### src/rtl/riscv_multicycle_ctrl.sv
// Multi-cycle RV32I main control FSM: sequences FETCH..writeback and drives datapath selects/strobes.
// Optional retired-instruction counter o_instret is built when RISCV_INSTRET_COUNTER_EN is defined.
module riscv_multicycle_ctrl #(
    parameter bit MEM_HANDSHAKE = 1'b1
`ifdef RISCV_INSTRET_COUNTER_EN
    ,
    parameter int CNT_W = 32
`endif
) (
    input  logic       i_clk,
    input  logic       i_arst_n,
    input  logic [6:0] i_opcode,
    input  logic [2:0] i_funct3,
    input  logic       i_funct7b5,
    input  logic       i_zero,
    input  logic       i_memReady,
    output logic       o_pcWrite,
    output logic       o_adrSrc,
    output logic       o_memRead,
    output logic       o_memWrite,
    output logic       o_irWrite,
    output logic       o_regWrite,
    output logic [1:0] o_resultSrc,
    output logic [1:0] o_aluSrcA,
    output logic [1:0] o_aluSrcB,
    output logic [3:0] o_aluOp,
    output logic [1:0] o_immSrc,
    output logic       o_illegal,
    output logic [3:0] o_state
`ifdef RISCV_INSTRET_COUNTER_EN
    ,
    output logic [CNT_W-1:0] o_instret
`endif
);

    typedef enum logic [3:0] {
        FETCH    = 4'd0,  DECODE = 4'd1,  MEMADR = 4'd2, MEMREAD = 4'd3,
        MEMWB    = 4'd4,  MEMWRITE = 4'd5, EXECR = 4'd6, EXECI   = 4'd7,
        ALUWB    = 4'd8,  BEQ    = 4'd9,  JAL    = 4'd10, TRAP   = 4'd11
    } state_t;

    localparam logic [6:0] OP_LW  = 7'b0000011;
    localparam logic [6:0] OP_SW  = 7'b0100011;
    localparam logic [6:0] OP_R   = 7'b0110011;
    localparam logic [6:0] OP_I   = 7'b0010011;
    localparam logic [6:0] OP_B   = 7'b1100011;
    localparam logic [6:0] OP_JAL = 7'b1101111;

    localparam logic [3:0] ALU_ADD = 4'b0000;
    localparam logic [3:0] ALU_SUB = 4'b1000;
    localparam logic [3:0] ALU_XOR = 4'b0100;
    localparam logic [3:0] ALU_OR  = 4'b0110;
    localparam logic [3:0] ALU_AND = 4'b0111;

    state_t     state_q, state_d;
    logic       rdy_s;
    logic [3:0] exec_op_s;
    logic       exec_ok_s;

    assign rdy_s   = i_memReady | ~MEM_HANDSHAKE;
    assign o_state = state_q;

    // State register
    always_ff @(posedge i_clk or negedge i_arst_n) begin
        if (!i_arst_n) begin
            state_q <= FETCH;
        end else begin
            state_q <= state_d;
        end
    end

    // ALU operation for EXECR/EXECI; unsupported funct3 diverts to TRAP
    always_comb begin
        exec_op_s = ALU_ADD;
        exec_ok_s = 1'b1;
        case (i_funct3)
            3'b000: exec_op_s = (state_q == EXECR && i_funct7b5) ? ALU_SUB : ALU_ADD;
            3'b111: exec_op_s = ALU_AND;
            3'b110: exec_op_s = ALU_OR;
            3'b100: exec_op_s = ALU_XOR;
            default: exec_ok_s = 1'b0;
        endcase
    end

    // Next-state logic
    always_comb begin
        state_d = state_q;
        case (state_q)
            FETCH:    state_d = rdy_s ? DECODE : FETCH;
            DECODE: begin
                case (i_opcode)
                    OP_LW, OP_SW: state_d = MEMADR;
                    OP_R:         state_d = EXECR;
                    OP_I:         state_d = EXECI;
                    OP_B:         state_d = (i_funct3 == 3'b000) ? BEQ : TRAP;
                    OP_JAL:       state_d = JAL;
                    default:      state_d = TRAP;
                endcase
            end
            MEMADR:   state_d = (i_opcode == OP_SW) ? MEMWRITE : MEMREAD;
            MEMREAD:  state_d = rdy_s ? MEMWB : MEMREAD;
            MEMWB:    state_d = FETCH;
            MEMWRITE: state_d = rdy_s ? FETCH : MEMWRITE;
            EXECR,
            EXECI:    state_d = exec_ok_s ? ALUWB : TRAP;
            ALUWB:    state_d = FETCH;
            BEQ:      state_d = FETCH;
            JAL:      state_d = ALUWB;
            TRAP:     state_d = TRAP;
            default:  state_d = TRAP;
        endcase
    end

    // Moore outputs; everything is held at its idle value while reset is asserted
    always_comb begin
        o_pcWrite   = 1'b0;
        o_adrSrc    = 1'b0;
        o_memRead   = 1'b0;
        o_memWrite  = 1'b0;
        o_irWrite   = 1'b0;
        o_regWrite  = 1'b0;
        o_resultSrc = 2'b00;
        o_aluSrcA   = 2'b00;
        o_aluSrcB   = 2'b00;
        o_aluOp     = ALU_ADD;
        o_immSrc    = 2'b00;
        o_illegal   = 1'b0;
        if (!i_arst_n) begin
            o_illegal = 1'b0;
        end else begin
            case (i_opcode)
                OP_SW:   o_immSrc = 2'b01;
                OP_B:    o_immSrc = 2'b10;
                OP_JAL:  o_immSrc = 2'b11;
                default: o_immSrc = 2'b00;
            endcase
            case (state_q)
                FETCH: begin
                    o_memRead   = 1'b1;
                    o_aluSrcB   = 2'b10;
                    o_resultSrc = 2'b10;
                    o_irWrite   = rdy_s;
                    o_pcWrite   = rdy_s;
                end
                DECODE: begin
                    o_aluSrcA = 2'b01;
                    o_aluSrcB = 2'b01;
                end
                MEMADR: begin
                    o_aluSrcA = 2'b10;
                    o_aluSrcB = 2'b01;
                end
                MEMREAD: begin
                    o_adrSrc  = 1'b1;
                    o_memRead = 1'b1;
                end
                MEMWB: begin
                    o_resultSrc = 2'b01;
                    o_regWrite  = 1'b1;
                end
                MEMWRITE: begin
                    o_adrSrc   = 1'b1;
                    o_memWrite = 1'b1;
                end
                EXECR, EXECI: begin
                    o_aluSrcA = 2'b10;
                    o_aluSrcB = (state_q == EXECI) ? 2'b01 : 2'b00;
                    o_aluOp   = exec_op_s;
                end
                ALUWB:    o_regWrite = 1'b1;
                BEQ: begin
                    o_aluSrcA = 2'b10;
                    o_aluOp   = ALU_SUB;
                    o_pcWrite = i_zero;
                end
                JAL: begin
                    o_aluSrcA = 2'b01;
                    o_aluSrcB = 2'b10;
                    o_pcWrite = 1'b1;
                end
                TRAP:     o_illegal = 1'b1;
                default:  o_illegal = 1'b1;
            endcase
        end
    end

`ifdef RISCV_INSTRET_COUNTER_EN
    logic [CNT_W-1:0] instret_q, instret_d;
    logic             retire_s;

    assign retire_s  = (state_q == MEMWB) || (state_q == ALUWB) || (state_q == BEQ) ||
                       ((state_q == MEMWRITE) && rdy_s);
    assign o_instret = instret_q;

    // Retired-instruction count, wraps naturally at 2^CNT_W
    always_comb begin
        if (retire_s) begin
            instret_d = instret_q + {{(CNT_W-1){1'b0}}, 1'b1};
        end else begin
            instret_d = instret_q;
        end
    end

    // Counter register
    always_ff @(posedge i_clk or negedge i_arst_n) begin
        if (!i_arst_n) begin
            instret_q <= '0;
        end else begin
            instret_q <= instret_d;
        end
    end
`endif

endmodule

### config.mk
export PLATFORM = sky130hd
export DESIGN_NAME = riscv_multicycle_ctrl
export DESIGN_NICKNAME = d
export VERILOG_FILES = /design/src/rtl/riscv_multicycle_ctrl.sv
export SDC_FILE = /design/constraint.sdc
export NUM_CORES = 1
export LEC_CHECK = 0
export ABC_AREA = 0
export CORE_MARGIN = 4
export CORE_UTILIZATION = 39
export CTS_BUF_LIST = sky130_fd_sc_hd__clkbuf_4
export CTS_CLUSTER_DIAMETER = 120
export DETAILED_ROUTE_END_ITERATION = 6
export PLACE_DENSITY_LB_ADDON = 0.2
export SYNTH_ARGS = -nofsm -noshare
export SYNTH_HDL_FRONTEND = slang
export SYNTH_SLANG_ARGS = --single-unit
### constraint.sdc
create_clock -name i_clk -period 1.82 [get_ports i_clk]
set_clock_uncertainty 0.05 [all_clocks]
set_input_delay 0.273 -clock i_clk [delete_from_list [all_inputs] [get_ports i_clk]]
set_output_delay 0.273 -clock i_clk [all_outputs]
set_load 0.03 [all_outputs]
==> impl_summary.txt <==
----------------------------------------------------
[Run status]
  Run status ... complete, but fails checks
  Failing checks ... negative setup slack

[Synth]
  Avg Synthesized Cell Area ... ~6.7 µm²
  Most instantiated library cell after synthesis ... sky130_fd_sc_hd__nand2_1
  Count of flip-flops with a built-in enable after synthesis ... 0
  Share of flip-flops with an asynchronous set or reset after synthesis ... 100.0%
  Post-synthesis sequential area ratio ... 15.21%
  Net Count, Synth ... about 110
  Synthesis warning total ... 0
  Ranking of synthesized cells by instance count ... sky130_fd_sc_hd__nand2_1 (11), sky130_fd_sc_hd__nor2_1 (10), sky130_fd_sc_hd__and3_1 (6), sky130_fd_sc_hd__nor3_1 (6), sky130_fd_sc_hd__buf_2 (5)
  Post-synth design cell area ... 658.1 µm²
  Cell type contributing the most total cell area after synthesis ... sky130_fd_sc_hd__dfrtp_1
  Synth area leaders ... sky130_fd_sc_hd__dfrtp_1 (15%), sky130_fd_sc_hd__nand2_1 (6.3%), sky130_fd_sc_hd__and3_1 (5.7%)
  Register bit total from synthesis ... 4
  Area share of the leading cell type in the synthesized netlist ... 15.21%
  Most frequently used flop master after synthesis ... sky130_fd_sc_hd__dfrtp_1
  Post-Syn Instances ... 98
  Number of distinct library cell variants in the gate-level netlist after synthesis ... 36

[Global routing]
  Vias in the first global route ... around 870
  Residual overflow from global routing ... 0
  Global-route wire length before repair ... 3864 µm
  Tot GR Track Use ... 20.25%
  Largest net degree at the start of global routing ... 16
  Antenna violations before repair ... 0

[Pwr]
  Cell-internal power ... 993.7 µW
  Net switching power ... around 1000 µW
  Power after layout ... 2000 µW
  PD cells ... approximately 1600 nW/µm²
  Leakage power of the design ... 0.0005931 µW
  VDD IR max ... 1.068 mV
  Switching part of the total ... 50.33%
  Sequential cell fraction of total power ... 10.7%
  Combinational power share ... 81.8%
  Relative contribution of the clock network to total power ... 7.5%

[Setup path]
  Largest fanout of any net on the critical path ... 5
  Number of cells on the worst reg-to-reg path ... 5
  Startpoint kind of the worst setup timing path ... flop
  Worst Path Arrival ... roughly 1.5 ns
  Internal reg-to-reg setup slack ... 0.27 ns
  Data required time at the worst endpoint ... 1.50 ns
  Endpoint kind of the worst setup timing path ... output port
  Startpoint of the worst-slack reg-to-reg timing path ... o_state[1]$_DFF_PN0_
  Type of the setup path with the least slack ... flop to output port
  Worst flop-to-flop path endpoint ... o_state[2]$_DFF_PN0_

[Final layout]
  Count of antenna diodes in the layout ... 0
  Final net count ... between 150 and 200
  Max FFs per register ... 4
  Share of cells above drive strength 1 ... a little under half
  Relative area change from synthesis to final layout ... 95.44%
  Post-route standard cell area excluding fillers ... 1286 µm²
  Number of standard cells in the layout, taps in and fillers out ... between 150 and 200

[Clock network]
  Later-pin clock latency in the skew report ... between 0.2 and 0.3 ns
  TritonCTS clock tree ... yes
  TritonCTS Sinks ... 4
  CTS H-tree depth ... 1
  Clock edge transition at the registers on the reported setup and hold paths ... around 0.05 ns
  CTS Root Cell ... sky130_fd_sc_hd__clkbuf_4
  Clock buffer count from CTS ... 3
  Number of buffers inserted by hold repair at cts ... 0
  Number of buffers on the longest clock path ... 2

[Placement]
  GPL Wtd Cong ... 0.8654
  Buffers on Ports ... 37
  Instance count after placement with tap cells included ... around 160
  Total half-perimeter wirelength after legalization and detailed placement ... 1709 µm
  Post-Place Cell Area ... 1125 µm²

[Timing]
  Slew Limit Fails ... 0
  Worst Tran Pin Value ... ~0.4 ns
  Worst hold slack ... 0.3254 ns
  Final total negative setup slack ... -0.06881 ns
  Final hold vios ... 0
  Fin crit share ... 101.8%
  RSZ-0062 raised after global routing ... true
  Period minus WS final ... 1.853 ns
  Worst rel slew slack ... between 70 and 80%
  Final setup fails ... 3
  Final setup margin ... -0.03328 ns
  Max Clk Rate ... 0.5396 GHz

[Die]
  Die width ... slightly below 50 µm
  Placeable core region ... around 1600 µm²
  Placement Rows ... 14
  Vertical die dimension ... ~50 µm
  Number of placed I/O pins ... 38
  Initial standard-cell utilization of the core ... 42.22%
  Die Footprint ... approximately 2400 µm²

[Detailed routing]
  Final wirelength ... about 2600 µm
  Residual DRC count ... 0
  DR vias/cell ... 5.698
  Drt wl/cell ... 15.24 µm
  Number of nets with antenna violations after routing ... 0
  Violation count after the first detailed-route iteration ... 31
  Total via count in the routed design ... 980
  Drt pass-1 iters ... 4

[Min path]
  Path category of the worst min-delay check ... input port to async pin

[Flow run]
  Max-cap viol count ... 0

----------------------------------------------------
## per-stage QoR
step                worst slack (ns)  utilization, %
finish                      -0.03328           82.50
global route                 -0.1063           82.50
CTS                         -0.04279           79.05
detailed placement           -0.1572           72.15
global placement             -0.1395           72.15
floorplan                    -0.1558               -
## worst max path at each step
stage / cells past startpoint / slack [ns] / to / start
floorplan: 3 / -0.16 / o_irWrite / o_state[1]$_DFF_PN0_
global placement: 6 / -0.14 / o_pcWrite / i_memReady
detailed placement: 6 / -0.16 / o_pcWrite / i_memReady
CTS: 6 / -0.04 / o_pcWrite / i_memReady
global route: 5 / -0.11 / o_pcWrite / o_state[3]$_DFF_PN0_
finish: 5 / -0.03 / o_pcWrite / o_state[3]$_DFF_PN0_
## routing by layer
metal | track usage (%) | vias up | wire (µm)
met2 | 35.71 | 44 | 1390
met1 | 23.43 | 453 | 1014
met3 | 3.976 | 5 | 179
li1 | - | 478 | -
met4 | 8.531 | 0 | 37
met5 | 0 | - | 0
## worst max-delay path, stage by stage (launching register included)
cell	delay, ns
sky130_fd_sc_hd__dfrtp_2	0.44
sky130_fd_sc_hd__or3b_4	0.38
sky130_fd_sc_hd__a21oi_2	0.13
sky130_fd_sc_hd__a31oi_1	0.05
sky130_fd_sc_hd__nor2_2	0.12
sky130_fd_sc_hd__buf_6	0.14
## power groups by stage
| stage | clock [µW] | sequential (µW) | combinational [µW] |
|---|---|---|---|
| 6_report | 150 | 214 | 1640 |
| 3_3_place_gp | 0 | 225 | 1310 |
| 2_1_floorplan | 0 | 252 | 895 |
| 4_1_cts | 148 | 209 | 1520 |
| 3_5_place_dp | 0 | 231 | 1330 |
| 5_1_grt | 154 | 222 | 1730 |
## cell type report
type	instances	area (µm²)
Sequential cell	4	103.9
Multi-Input combinational cell	84	604.3
Clock buffer	4	30.03
Tap cell	16	20.02
Inverter	3	11.26
Timing Repair Buffer	61	516.7
Fill cell	94	272.8
## placed cells by master (no fill, tap or decap), types with 2 or more instances in the layout
cell / n
sky130_fd_sc_hd__buf_4: 40
sky130_fd_sc_hd__clkdlybuf4s50_1: 14
sky130_fd_sc_hd__nand2_1: 11
sky130_fd_sc_hd__nor2_1: 9
sky130_fd_sc_hd__and3_1: 5
sky130_fd_sc_hd__clkbuf_4: 5
sky130_fd_sc_hd__buf_6: 5
sky130_fd_sc_hd__nor3_2: 4
sky130_fd_sc_hd__nand3_1: 4
sky130_fd_sc_hd__o21ai_0: 4
sky130_fd_sc_hd__and2_1: 3
sky130_fd_sc_hd__nor2b_1: 3
sky130_fd_sc_hd__nor3_1: 3
sky130_fd_sc_hd__o211ai_1: 3
sky130_fd_sc_hd__dfrtp_2: 3
sky130_fd_sc_hd__a22oi_1: 2
sky130_fd_sc_hd__a21oi_1: 2
sky130_fd_sc_hd__and4b_1: 2
sky130_fd_sc_hd__a311oi_1: 2
sky130_fd_sc_hd__nand2b_1: 2
sky130_fd_sc_hd__inv_1: 2
sky130_fd_sc_hd__o21a_1: 2
## kinds of logic (layout without fill, tap and decap cells)
group / count (synthesis) / count (layout) / share of synthesized area [%]
flip-flops: 4 / 4 / 15.21
XOR/XNOR: 3 / 3 / 3.993
buffers and inverters: 10 / 68 / 7.223
AND/OR/NAND/NOR: 59 / 59 / 50.19
AO/OA/AOI/OAI: 22 / 22 / 23.38
## repair_timing
action / 4_1_cts / 5_1_grt
pin swaps: 1 / 3
resized for setup: 12 / 8
setup endpoints to repair: 13 / 11
setup buffers: 6 / 4
Power figures use the tool's default switching activity.
